[src/rtl/prog_loader_pkg.sv]
// -----------------------------------------------------------------------------
// prog_loader_pkg
// Shared types and default sizes for the instruction-memory program loader.
//   state_e : loader states (IDLE, LOAD, CHECK, DONE, ERR)
//   DEPTH   : instruction memory depth in bytes (power of two)
//   ADDR_W  : log2(DEPTH)
//   DATA_W  : instruction width
//   CSUM_W  : default running-checksum width
// -----------------------------------------------------------------------------
package prog_loader_pkg;

   localparam int DEPTH  = 16;
   localparam int ADDR_W = 4;
   localparam int DATA_W = 8;
   localparam int CSUM_W = 8;

   typedef enum logic [2:0] {
      ST_IDLE  = 3'd0,
      ST_LOAD  = 3'd1,
      ST_CHECK = 3'd2,
      ST_DONE  = 3'd3,
      ST_ERR   = 3'd4
   } state_e;

endpackage

[src/rtl/prog_loader_csum.sv]
// -----------------------------------------------------------------------------
// prog_loader_csum
// Running modulo-2^W byte sum with synchronous clear and add-enable, plus a
// compare of the current sum against the incoming byte.
//   clk_i   : clock, rising edge
//   rst_ni  : asynchronous active-low reset
//   clr_i   : clear the sum to 0
//   add_i   : add data_i to the sum
//   data_i  : byte to add / byte to compare against the sum
//   match_o : sum equals data_i
// -----------------------------------------------------------------------------
module prog_loader_csum
   import prog_loader_pkg::*;
#(
   parameter int W = CSUM_W
) (
   input  logic         clk_i,
   input  logic         rst_ni,
   input  logic         clr_i,
   input  logic         add_i,
   input  logic [W-1:0] data_i,
   output logic         match_o
);

   logic [W-1:0] sum_q, sum_d;

   always_comb begin
      sum_d = sum_q;
      if (clr_i)      sum_d = '0;
      else if (add_i) sum_d = sum_q + data_i;   // wraps mod 2^W
   end

   always_ff @(posedge clk_i or negedge rst_ni) begin
      if (!rst_ni) sum_q <= '0;
      else         sum_q <= sum_d;
   end

   assign match_o = (sum_q == data_i);

endmodule

[src/rtl/prog_loader.sv]
// -----------------------------------------------------------------------------
// prog_loader
// Writes the processor's instruction memory from a valid/ready byte stream at
// sequential addresses 0..DEPTH-1 while holding the processor in reset, then
// releases it once the image has landed (and, optionally, its checksum byte
// matched the running sum).
// Build option: define PROG_LOADER_CHECKSUM_EN to require a trailing checksum
// byte (DEPTH+1 bytes per load) and enable err; undefined, a load is DEPTH
// bytes and err is tied to 0.
// Ports:
//   clk, rst_n          : clock (rising edge), asynchronous active-low reset
//   load_req            : start a load (honoured in IDLE, DONE, ERR)
//   abort               : return to IDLE from any state, highest priority
//   byte_in/byte_valid  : stream byte and its valid
//   byte_ready          : loader can accept a byte
//   wr_en/wr_addr/wr_data : instruction memory write port
//   cpu_hold            : processor reset request, active-high
//   done / err          : image loaded and verified / checksum mismatch
// -----------------------------------------------------------------------------
module prog_loader
   import prog_loader_pkg::*;
#(
   parameter int DEPTH  = prog_loader_pkg::DEPTH,
   parameter int ADDR_W = prog_loader_pkg::ADDR_W,
   parameter int DATA_W = prog_loader_pkg::DATA_W
) (
   input  logic              clk,
   input  logic              rst_n,
   input  logic              load_req,
   input  logic              abort,
   input  logic [DATA_W-1:0] byte_in,
   input  logic              byte_valid,
   output logic              byte_ready,
   output logic              wr_en,
   output logic [ADDR_W-1:0] wr_addr,
   output logic [DATA_W-1:0] wr_data,
   output logic              cpu_hold,
   output logic              done,
   output logic              err
);

   state_e              state_q, state_d;
   logic [ADDR_W-1:0]   cnt_q, cnt_d;
   logic                wr_en_q, wr_en_d;
   logic [ADDR_W-1:0]   wr_addr_q, wr_addr_d;
   logic [DATA_W-1:0]   wr_data_q, wr_data_d;
   logic                ready_q, hold_q, done_q;
   logic                accept;

`ifdef PROG_LOADER_CHECKSUM_EN
   logic csum_clr, csum_add, csum_match;
   logic err_q;

   prog_loader_csum #(.W(DATA_W)) u_csum (
      .clk_i   (clk),
      .rst_ni  (rst_n),
      .clr_i   (csum_clr),
      .add_i   (csum_add),
      .data_i  (byte_in),
      .match_o (csum_match)
   );
`endif

   assign accept = byte_valid & ready_q & ~abort;

   always_comb begin
      state_d   = state_q;
      cnt_d     = cnt_q;
      wr_en_d   = 1'b0;
      wr_addr_d = wr_addr_q;
      wr_data_d = wr_data_q;
`ifdef PROG_LOADER_CHECKSUM_EN
      csum_clr  = 1'b0;
      csum_add  = 1'b0;
`endif
      if (abort) begin
         state_d = ST_IDLE;
      end else begin
         case (state_q)
            ST_IDLE, ST_DONE, ST_ERR: begin
               if (load_req) begin
                  state_d = ST_LOAD;
                  cnt_d   = '0;
`ifdef PROG_LOADER_CHECKSUM_EN
                  csum_clr = 1'b1;
`endif
               end
            end
            ST_LOAD: begin
               if (accept) begin
                  wr_en_d   = 1'b1;
                  wr_addr_d = cnt_q;
                  wr_data_d = byte_in;
                  cnt_d     = cnt_q + 1'b1;
`ifdef PROG_LOADER_CHECKSUM_EN
                  csum_add  = 1'b1;
                  if (cnt_q == ADDR_W'(DEPTH - 1)) state_d = ST_CHECK;
`else
                  if (cnt_q == ADDR_W'(DEPTH - 1)) state_d = ST_DONE;
`endif
               end
            end
`ifdef PROG_LOADER_CHECKSUM_EN
            ST_CHECK: begin
               // The checksum byte is compared, never written.
               if (accept) state_d = csum_match ? ST_DONE : ST_ERR;
            end
`endif
            default: state_d = ST_IDLE;
         endcase
      end
   end

   always_ff @(posedge clk or negedge rst_n) begin
      if (!rst_n) begin
         state_q   <= ST_IDLE;
         cnt_q     <= '0;
         wr_en_q   <= 1'b0;
         wr_addr_q <= '0;
         wr_data_q <= '0;
         ready_q   <= 1'b0;
         hold_q    <= 1'b0;
         done_q    <= 1'b0;
      end else begin
         state_q   <= state_d;
         cnt_q     <= cnt_d;
         wr_en_q   <= wr_en_d;
         wr_addr_q <= wr_addr_d;
         wr_data_q <= wr_data_d;
         ready_q   <= (state_d == ST_LOAD) || (state_d == ST_CHECK);
         // Hold is released (and done raised) one cycle after DONE is entered,
         // so the processor only starts after the final write has landed.
         hold_q    <= (state_d == ST_LOAD) || (state_d == ST_CHECK) ||
                      (state_d == ST_ERR)  ||
                      ((state_d == ST_DONE) && (state_q != ST_DONE));
         done_q    <= (state_d == ST_DONE) && (state_q == ST_DONE);
      end
   end

`ifdef PROG_LOADER_CHECKSUM_EN
   always_ff @(posedge clk or negedge rst_n) begin
      if (!rst_n) err_q <= 1'b0;
      else        err_q <= (state_d == ST_ERR) && (state_q == ST_ERR);
   end
   assign err = err_q;
`else
   assign err = 1'b0;
`endif

   assign byte_ready = ready_q;
   assign wr_en      = wr_en_q;
   assign wr_addr    = wr_addr_q;
   assign wr_data    = wr_data_q;
   assign cpu_hold   = hold_q;
   assign done       = done_q;

endmodule
[config.mk]
export PLATFORM = sky130hd
export DESIGN_NAME = prog_loader
export DESIGN_NICKNAME = d
export VERILOG_FILES = /design/src/rtl/prog_loader_pkg.sv /design/src/rtl/prog_loader_csum.sv /design/src/rtl/prog_loader.sv
export SDC_FILE = /design/constraint.sdc
export NUM_CORES = 1
export LEC_CHECK = 0
export BUFFER_PORTS_ARGS = -buffer_cell sky130_fd_sc_hd__buf_2
export CORE_ASPECT_RATIO = 0.9
export CORE_MARGIN = 2
export CORE_UTILIZATION = 45
export DETAILED_ROUTE_END_ITERATION = 6
export PLACE_DENSITY = 0.79
export SLEW_MARGIN = 20
export SYNTH_ARGS = -nofsm -noshare
export SYNTH_HDL_FRONTEND = slang
export SYNTH_SLANG_ARGS = --single-unit
[constraint.sdc]
create_clock -name clk -period 1.6 [get_ports clk]
set_clock_uncertainty 0.1 [all_clocks]
set_input_delay 0.08 -clock clk [delete_from_list [all_inputs] [get_ports clk]]
set_output_delay 0.08 -clock clk [all_outputs]
set_load 0.005 [all_outputs]
==> flow_metrics.py, run 1 <==
metrics = {
    "run_status": {
        "status": "completed",
    },
    "global_route": {
        "grt_pass1_vias": 818,
        "met1_usage_pct": 21.9,
        "grt_overflow": 0,
        "antenna_found_initial": 0,
        "grt_pass1_wl_um": 3860,
        "grt_most_used_layer": "met2",
        "grt_use_total_pct": 18.3,
        "grt_use_met2_pct": 31.9,
        "grt_max_degree": 24,
        "use_met3_pct": 2.84,
    },
    "worst_setup_path": {
        "r2r.worst_path.cells": 4,
        "slowest_stage": "dlygate4sd3_1",
        "worstSetupStartpointType": "input port",
        "worst_r2r_endpoint": "wr_data[7]",
        "regToRegSetupSlack_ps": 60,
        "path_class": "in -> reg",
        "crit_chain": "dlygate4sd3_1, buf_2, and3b_1, and2_4, buf_12, mux2_2",
        "required_ps": 1700,
        "critPathMaxFanout": 10,
        "slowest_delay_ps": 530,
        "arrival_ps": 1660,
        "worstSetupEndpointType": "flip-flop",
        "r2r-start": "state_q[2]",
    },
    "clock_network": {
        "cts_root_buf": "clkbuf_4",
        "worst_setup_hold_path_clk_slew_ps": 120,
        "clock_sinks": 23,
        "htreeDepth": 1,
        "post_cts_buffers": 0,
        "cts_tree": "yes",
        "cts.path.max_buffers": 2,
        "clk_latency_ps": 300,
        "numCtsBuffers": 3,
    },
    "synth": {
        "syn_area_per_cell_um2": 13.3,
        "ys_seq_area_share_pct": 53.9,
        "synth_area_leaders": "dfrtp_1 (54%), mux2_4 (9.8%), mux2_2 (5.3%)",
        "syn_area_um2": 1070,
        "synth-edff-count": 0,
        "synth_top_cell_by_area": "dfrtp_1",
        "synth_top_flop_cell": "dfrtp_1",
        "async_flop_share_pct": 100,
        "synth_top_area_share_pct": 53.9,
        "synth-seq-cells": 23,
        "syn_nets": 94,
        "synth_cells": 80,
        "synth_cell_types": 28,
        "ys_warn_count": 0,
    },
    "timing": {
        "slew-limit-headroom_pct": 66.6,
        "fin_tns_setup_ps": 0,
        "rsz0062_at_grt": "false",
        "fmax_ghz": 0.638,
        "setup_viol_count_final": 0,
        "min_period_ps": 1570,
        "finalHoldViolCount": 0,
        "min_period_over_period_pct": 97.9,
        "worst_pin_slew_ps": 501,
        "slew_viol_final": 0,
    },
    "layout": {
        "drive_above_1_share_pct": 42.4,
        "area_growth_syn_to_layout_pct": 30.2,
        "mostFrequentLayoutCells": "buf_2 (28), dfrtp_1 (23), dlygate4sd3_1 (11)",
        "nets": 140,
        "n_antenna_cell": 0,
        "layout_commonest_cell": "buf_2",
        "final_cells": 152,
        "fill_cells": 167,
    },
    "place": {
        "placed_cells": 137,
        "port_buffers": 28,
        "hpwl_um": 1560,
        "gp_congestion": 0.751,
    },
    "floorplan": {
        "dieArea_um2": 2780,
        "rows": 16,
        "die_w_um": 55.3,
        "io_pins": 30,
        "initial_core_util_pct": 48.5,
        "core_um2": 2200,
        "die-height_um": 50.2,
    },
    "detailed_routing": {
        "vias_per_cell": 5.37,
        "drt_iter0_drc": 10,
        "wl_per_cell_um": 14.4,
        "vias": 816,
        "firstDrtPassIters": 4,
        "drc": 0,
        "antenna_left": 0,
        "finalWirelength_um": 2190,
    },
    "worst_hold_path": {
        "hp-class": "in -> async",
    },
    "power_and_ir_drop": {
        "power_density_nw_per_um2": 997,
        "total_leakage_power_nw": 0.723,
        "ir_drop_mv": 0.592,
    },
    "run": {
        "cap_violations": 0,
    },
}
critical path: cells and delay by family:
kind | cells | cell delay, ps
buffers and inverters | 3 | 820
multiplexers | 1 | 330
AND/OR/NAND/NOR | 2 | 440
stage by stage:
step	instance area (um^2)	total power [mW]	hold slack, ps	util [%]	setup slack (ps)
global placement	1240	1.09	-37.7	56.5	60.6
floorplan	1070	0.959	-316	-	-67.1
global route	1390	1.48	199	63.1	3.20
finish	1390	1.39	163	63.1	33.6
detailed placement	1240	1.12	-30.4	56.5	4.36
CTS	1380	1.40	180	62.8	25.9
state kept, by name, summed over array words and instances, names as in the netlist:
| name | cells |
|---|---|
| state_q | 3 |
| wr_addr | 4 |
| cnt_q | 4 |
| wr_data | 8 |
| wr_en | 1 |
| done | 1 |
| byte_ready | 1 |
| cpu_hold | 1 |
kinds of logic (layout without fill, tap and decap cells):
logic type                 after synthesis  count (layout)  share of synthesized area [%]
AOI/OAI and AO/OA                       15              15                           9.14
xor gates and xnor gates                 1               1                          0.821
adders and majority gates                1               1                           1.17
buffers and inverters                    6              51                           6.10
DFF                                     23              23                           53.9
muxes                                   13              13                           16.1
other                                    1               1                          0.351
and+or+nand+nor                         20              20                           12.4
layer usage:
metal | wire length [um] | vias to the layer above | share of wire, %
li1 | - | 375 | -
met1 | 912 | 410 | 42
met2 | 1130 | 27 | 51
met3 | 104 | 4 | 4.7
met4 | 50 | 0 | 2.3
met5 | 0 | - | 0
synth_stat cells (2+ instances only):
cell,count
or2b_1,3
and3_1,5
a21oi_1,5
mux2_2,5
nor2_1,4
nand2b_1,2
buf_6,3
and2_1,2
mux2_4,7
a31oi_1,4
dfrtp_1,23
area by class of cell:
class                   instances  area [um^2]  area share, %
flip-flops and latches         23          576           41.4
multi-input cells              51          435           31.3
repair buffers                 46          315           22.7
well taps                      27         33.8           2.43
clock buffers                   4         26.3           1.89
inverters                       1         3.75          0.270
what timing repair did:
| action | CTS | global route |
|---|---|---|
| hold endpoints to repair | 33 | 0 |
| setup endpoints to repair | 6 | 5 |
| hold buffers | 11 | 0 |
| resized for setup | 1 | 2 |
power by group:
group | internal, mW | switching, mW | leakage [nW]
logic | 0.219 | 0.142 | 0.407
registers | 0.689 | 0.0782 | 0.301
clock network | 0.0970 | 0.161 | 0.0150
total | 1.00 | 0.381 | 0.723
how the worst max path moves through the flow:
| stage | from | end | slack, ps | depth (start not counted) |
|---|---|---|---|---|
| final | abort | wr_data[7] | 30 | 6 |
| after global routing | abort | wr_data[0] | 3 | 6 |
| after CTS | state_q[1] | cnt_q[2] | 30 | 4 |
| after detailed placement | state_q[2] | wr_data[7] | 4 | 4 |
| after global placement | state_q[2] | wr_data[0] | 60 | 4 |
| after floorplan | state_q[1] | wr_addr[0] | -70 | 6 |
Note: power is estimated with default switching activity, not from simulation.
==> run 2: changes to the inputs <==
--- a/config.mk
+++ b/config.mk
@@ -9,8 +9,10 @@
 export CORE_ASPECT_RATIO = 0.9
 export CORE_MARGIN = 2
 export CORE_UTILIZATION = 45
+export CTS_BUF_LIST = sky130_fd_sc_hd__clkbuf_2 sky130_fd_sc_hd__clkbuf_4 sky130_fd_sc_hd__clkbuf_8
 export DETAILED_ROUTE_END_ITERATION = 6
 export PLACE_DENSITY = 0.79
+export REMOVE_ABC_BUFFERS = 1
 export SLEW_MARGIN = 20
 export SYNTH_ARGS = -nofsm -noshare
 export SYNTH_HDL_FRONTEND = slang
==> flow_metrics.py, run 2 (same netlist as run 1, synthesis figures left out) <==
metrics = {
    "worst_setup_path": {
        "critPathMaxFanout": 5,
        "slowest_stage": "dlygate4sd3_1",
        "worstSetupEndpointType": "flip-flop",
        "path_class": "in -> reg",
        "required_ps": 1710,
        "slowest_delay_ps": 530,
        "r2r-start": "state_q[1]",
        "arrival_ps": 1670,
        "worstSetupStartpointType": "input port",
        "crit_chain": "dlygate4sd3_1, buf_2, and3b_1, and2_1, buf_4, mux2_2",
        "r2r.worst_path.cells": 4,
        "startpoint": "abort",
    },
    "clock_network": {
        "clock_sinks": 23,
        "worst_setup_hold_path_clk_slew_ps": 130,
        "numCtsBuffers": 3,
        "cts.path.max_buffers": 2,
        "htreeDepth": 1,
        "cts_tree": "yes",
        "clk_latency_ps": 300,
        "cts_root_buf": "clkbuf_4",
    },
    "power_and_ir_drop": {
        "p_int_uw": 1000,
        "power_density_nw_per_um2": 1000,
        "total_leakage_power_nw": 0.724,
        "comb_power_share_pct": 25.5,
        "switching_share_pct": 28.2,
        "switchingPower_uw": 393,
        "p_clk_share_pct": 18.8,
        "seq_power_share_pct": 55.7,
        "ir_drop_mv": 0.573,
    },
    "timing": {
        "setup_viol_count_final": 0,
        "hold_ws_ps": 160,
        "fmax_ghz": 0.638,
        "slew_viol_final": 0,
        "min_period_ps": 1570,
        "fin_tns_setup_ps": 0,
        "min_period_over_period_pct": 97.9,
        "setup_slack_ps": 33.1,
        "finalHoldViolCount": 0,
        "rsz0062_at_grt": "false",
    },
    "global_route": {
        "grt_max_degree": 24,
        "grt_overflow": 0,
        "grt_use_total_pct": 17.7,
        "grt_pass1_vias": 765,
        "antenna_found_initial": 0,
        "grt_pass1_wl_um": 3800,
    },
    "detailed_routing": {
        "firstDrtPassIters": 3,
        "antenna_left": 0,
        "finalWirelength_um": 2170,
        "vias_per_cell": 5.12,
        "vias": 778,
        "wl_per_cell_um": 14.3,
        "drt_iter0_drc": 17,
        "drc": 0,
    },
    "layout": {
        "finish.instance_area_um2": 1390,
        "n_antenna_cell": 0,
        "area_growth_syn_to_layout_pct": 30.1,
        "drive_above_1_share_pct": 42.4,
        "layout_commonest_cell": "buf_2",
        "nets": 140,
        "largest_register_ffs": 8,
        "mostFrequentLayoutCells": "buf_2 (28), dfrtp_1 (23), dlygate4sd3_1 (11)",
    },
    "floorplan": {
        "dieArea_um2": 2780,
        "die_w_um": 55.3,
        "core_um2": 2200,
        "initial_core_util_pct": 48.5,
        "rows": 16,
        "die-height_um": 50.2,
        "io_pins": 30,
    },
    "worst_hold_path": {
        "whs_path_depth": 4,
        "hp-class": "in -> reg",
        "hold_start": "byte_valid",
    },
    "place": {
        "placed_area_um2": 1240,
        "port_buffers": 28,
        "hpwl_um": 1480,
        "gp_congestion": 0.768,
        "post-place-ws_ps": 35.0,
    },
    "run_status": {
        "status": "completed",
    },
    "run": {
        "cap_violations": 0,
    },
}
==> run 2: cell count changes in the layout (fill, tap and decap cells not counted), sizes merged <==
cell / before / now
clkbuf: 4 / 3
clkinv: 0 / 1
==> run 2: metal layers <==
layer  vias up  wire length (um)  track usage [%]
met5         -                 0                0
met4         0                14             6.50
met3         2                85             3.35
met2        22              1060             27.8
met1       379              1010             24.6
li1        375                 -                -
==> run 2: area by class of cell <==
cell class / count / area, um^2
fill: 172 / 813
sequential: 23 / 576
multi-input combinational: 51 / 433
timing repair buffer: 46 / 315
tap: 27 / 33.8
clock buffer: 3 / 22.5
clock inverter: 1 / 5.00
inverter: 1 / 3.75
==> run 2: worst paths after layout <==
kind	slack, ps	end
worst max-delay path	30	wr_addr[2]
worst min-delay path	160	cnt_q[3]
worst max register to register	40	wr_addr[2]
worst min register to register	420	wr_data[0]
max in group asynchronous	900	state_q[2]
min in group asynchronous	170	byte_ready
==> run 2: critical path, delay by kind of cell <==
kind                   cells  cell delay, ps
and+or+nand+nor            2             420
buffers and inverters      3             840
muxes                      1             330
==> run 2: power by group through the flow <==
stage	registers, mW	clock network [mW]	logic, mW
after detailed placement	0.781	0	0.331
after global placement	0.772	0	0.320
after floorplan	0.775	0	0.175
final	0.775	0.262	0.355
after global routing	0.788	0.306	0.393
after CTS	0.770	0.274	0.357
==> run 2: per-stage QoR <==
stage                     util [%]  total power [mW]  instances
after floorplan                  -             0.950         75
after global placement        56.5              1.09        137
after detailed placement      56.5              1.11        137
after CTS                     62.8              1.40        152
after global routing          63.1              1.49        152
final                         63.1              1.39        152
==> run 2: timing repair <==
| item | in CTS | in global routing |
|---|---|---|
| hold endpoints to repair | 33 | 0 |
| buffers inserted | 0 | 0 |
| endpoints found under the setup margin | 0 | 1 |
| gates resized for setup | 0 | 1 |
| hold buffers | 11 | 0 |
==> run 3: changes to the inputs <==
--- a/config.mk
+++ b/config.mk
@@ -5,14 +5,17 @@
 export SDC_FILE = /design/constraint.sdc
 export NUM_CORES = 1
 export LEC_CHECK = 0
+export ABC_CLOCK_PERIOD_IN_PS = 1600
 export BUFFER_PORTS_ARGS = -buffer_cell sky130_fd_sc_hd__buf_2
 export CORE_ASPECT_RATIO = 0.9
 export CORE_MARGIN = 2
 export CORE_UTILIZATION = 45
 export CTS_BUF_LIST = sky130_fd_sc_hd__clkbuf_2 sky130_fd_sc_hd__clkbuf_4 sky130_fd_sc_hd__clkbuf_8
+export CTS_CLUSTER_SIZE = 8
 export DETAILED_ROUTE_END_ITERATION = 6
 export PLACE_DENSITY = 0.79
 export REMOVE_ABC_BUFFERS = 1
+export SETUP_SLACK_MARGIN = 0.2
 export SLEW_MARGIN = 20
 export SYNTH_ARGS = -nofsm -noshare
 export SYNTH_HDL_FRONTEND = slang
==> flow_metrics.py, run 3 (same netlist as run 1, synthesis figures left out) <==
metrics = {
    "worst_setup_path": {
        "r2r-start": "state_q[1]",
        "crit_chain": "nor3b_4, and2_4, buf_12, mux2_2",
        "slowest_delay_ps": 440,
        "worst_r2r_endpoint": "wr_data[7]",
        "path_class": "reg -> reg",
        "required_ps": 1710,
        "worstSetupEndpointType": "flip-flop",
        "regToRegSetupSlack_ps": 90,
        "slowest_stage": "dfrtp_1",
        "r2r.worst_path.cells": 4,
        "critPathMaxFanout": 10,
        "arrival_ps": 1620,
        "worstSetupStartpointType": "flip-flop",
    },
    "clock_network": {
        "cts_tree": "yes",
        "clk_latency_ps": 300,
        "worst_setup_hold_path_clk_slew_ps": 120,
        "cts_root_buf": "clkbuf_4",
        "htreeDepth": 1,
        "cts.path.max_buffers": 2,
        "numCtsBuffers": 3,
        "clock_sinks": 23,
    },
    "timing": {
        "min_period_ps": 1510,
        "rsz0062_at_grt": "true",
        "worst_pin_slew_ps": 505,
        "slew-limit-headroom_pct": 66.4,
        "min_period_over_period_pct": 94.5,
        "finalHoldViolCount": 0,
        "fmax_ghz": 0.661,
        "slew_viol_final": 0,
        "setup_viol_count_final": 0,
    },
    "power_and_ir_drop": {
        "switching_share_pct": 28.7,
        "switchingPower_uw": 410,
        "total_leakage_power_nw": 0.753,
        "p_int_mw": 1.02,
        "seq_power_share_pct": 54.6,
        "p_clk_share_pct": 18.4,
        "ir_drop_mv": 0.575,
        "finalPower_mw": 1.43,
        "comb_power_share_pct": 27.0,
        "power_density_nw_per_um2": 971,
    },
    "floorplan": {
        "die-height_um": 50.2,
        "io_pins": 30,
        "initial_core_util_pct": 48.5,
        "die_w_um": 55.3,
        "rows": 16,
        "dieArea_um2": 2780,
        "core_um2": 2200,
    },
    "worst_hold_path": {
        "hold_start": "load_req",
        "whs_path_depth": 3,
        "hp-class": "in -> reg",
        "hold_end": "state_q[0]",
    },
    "global_route": {
        "grt_pass1_wl_um": 4080,
        "use_met3_pct": 3.35,
        "met1_usage_pct": 25.6,
        "grt_most_used_layer": "met2",
        "grt_pass1_vias": 814,
        "grt_use_met2_pct": 31.0,
        "grt_overflow": 0,
        "grt_max_degree": 24,
        "antenna_found_initial": 0,
        "grt_use_total_pct": 19.0,
    },
    "layout": {
        "finish.instance_area_um2": 1470,
        "layout_commonest_cell": "buf_2",
        "area_growth_syn_to_layout_pct": 37.6,
        "nets": 143,
        "n_antenna_cell": 0,
        "drive_above_1_share_pct": 48.4,
        "largest_register_ffs": 8,
        "mostFrequentLayoutCells": "buf_2 (28), dfrtp_1 (23), dlygate4sd3_1 (10)",
    },
    "run_status": {
        "status": "completed",
    },
    "detailed_routing": {
        "drc": 0,
        "wl_per_cell_um": 15.5,
        "vias": 811,
        "drt_iter0_drc": 17,
        "vias_per_cell": 5.23,
        "antenna_left": 0,
        "finalWirelength_um": 2400,
        "firstDrtPassIters": 4,
    },
    "run": {
        "cap_violations": 0,
    },
    "place": {
        "port_buffers": 28,
        "hpwl_um": 1480,
        "gp_congestion": 0.768,
        "placed_area_um2": 1240,
    },
}
run 3: how the worst max path moves through the flow:
stage,cells past startpoint,endpoint,startpoint,slack [ps]
4_1_cts,4,wr_addr[2],state_q[2],100
2_1_floorplan,3,wr_data[0],state_q[0],-310
3_3_place_gp,4,cnt_q[2],state_q[1],100
5_1_grt,4,wr_addr[1],byte_ready,70
6_report,4,wr_data[7],state_q[1],90
3_5_place_dp,4,cnt_q[2],state_q[1],40
run 3: area by class of cell:
type | instances | area [um^2]
Fill cell | 164 | 733
Timing Repair Buffer | 49 | 347
Clock inverter | 1 | 5.00
Multi-Input combinational cell | 51 | 482
Clock buffer | 3 | 22.5
Tap cell | 27 | 33.8
Inverter | 1 | 3.75
Sequential cell | 23 | 576
run 3: repair_timing:
action	in CTS	in global routing
endpoints found under the setup margin	16	17
buffers inserted	3	1
hold endpoints to repair	33	0
resized for setup	6	6
hold buffers	10	0
pin swaps	4	2
run 3: per-layer routing:
metal / share of wire (%) / vias up
met1: 44 / 401
met2: 51 / 26
met3: 4.3 / 2
met5: 0 / -
met4: 0.58 / 0
li1: - / 382
run 3: per-stage QoR:
step / hold WS [ps] / setup WS (ps) / TNS, ps / std cells / utilization, %
floorplan: -316 / -308 / -3460 / 75 / -
global route: 20.3 / 70.6 / 0 / 155 / 66.7
CTS: 11.1 / 95.0 / 0 / 154 / 65.0
global placement: -33.0 / 102 / 0 / 137 / 56.5
finish: 35.2 / 87.3 / 0 / 155 / 66.7
detailed placement: -24.6 / 35.0 / 0 / 137 / 56.5
run 3: critical path: cells and delay by family (launching register included):
family	cells	cell delay, ps
buf+inv	1	130
flops	1	440
mux	1	330
simple gates	2	410
run 3: power by group through the flow:
stage	Sequential, mW	Clock [mW]	Combinational [mW]
floorplan	0.775	0	0.175
CTS	0.771	0.274	0.379
global route	0.794	0.306	0.423
detailed placement	0.781	0	0.331
global placement	0.772	0	0.320
finish	0.779	0.263	0.385
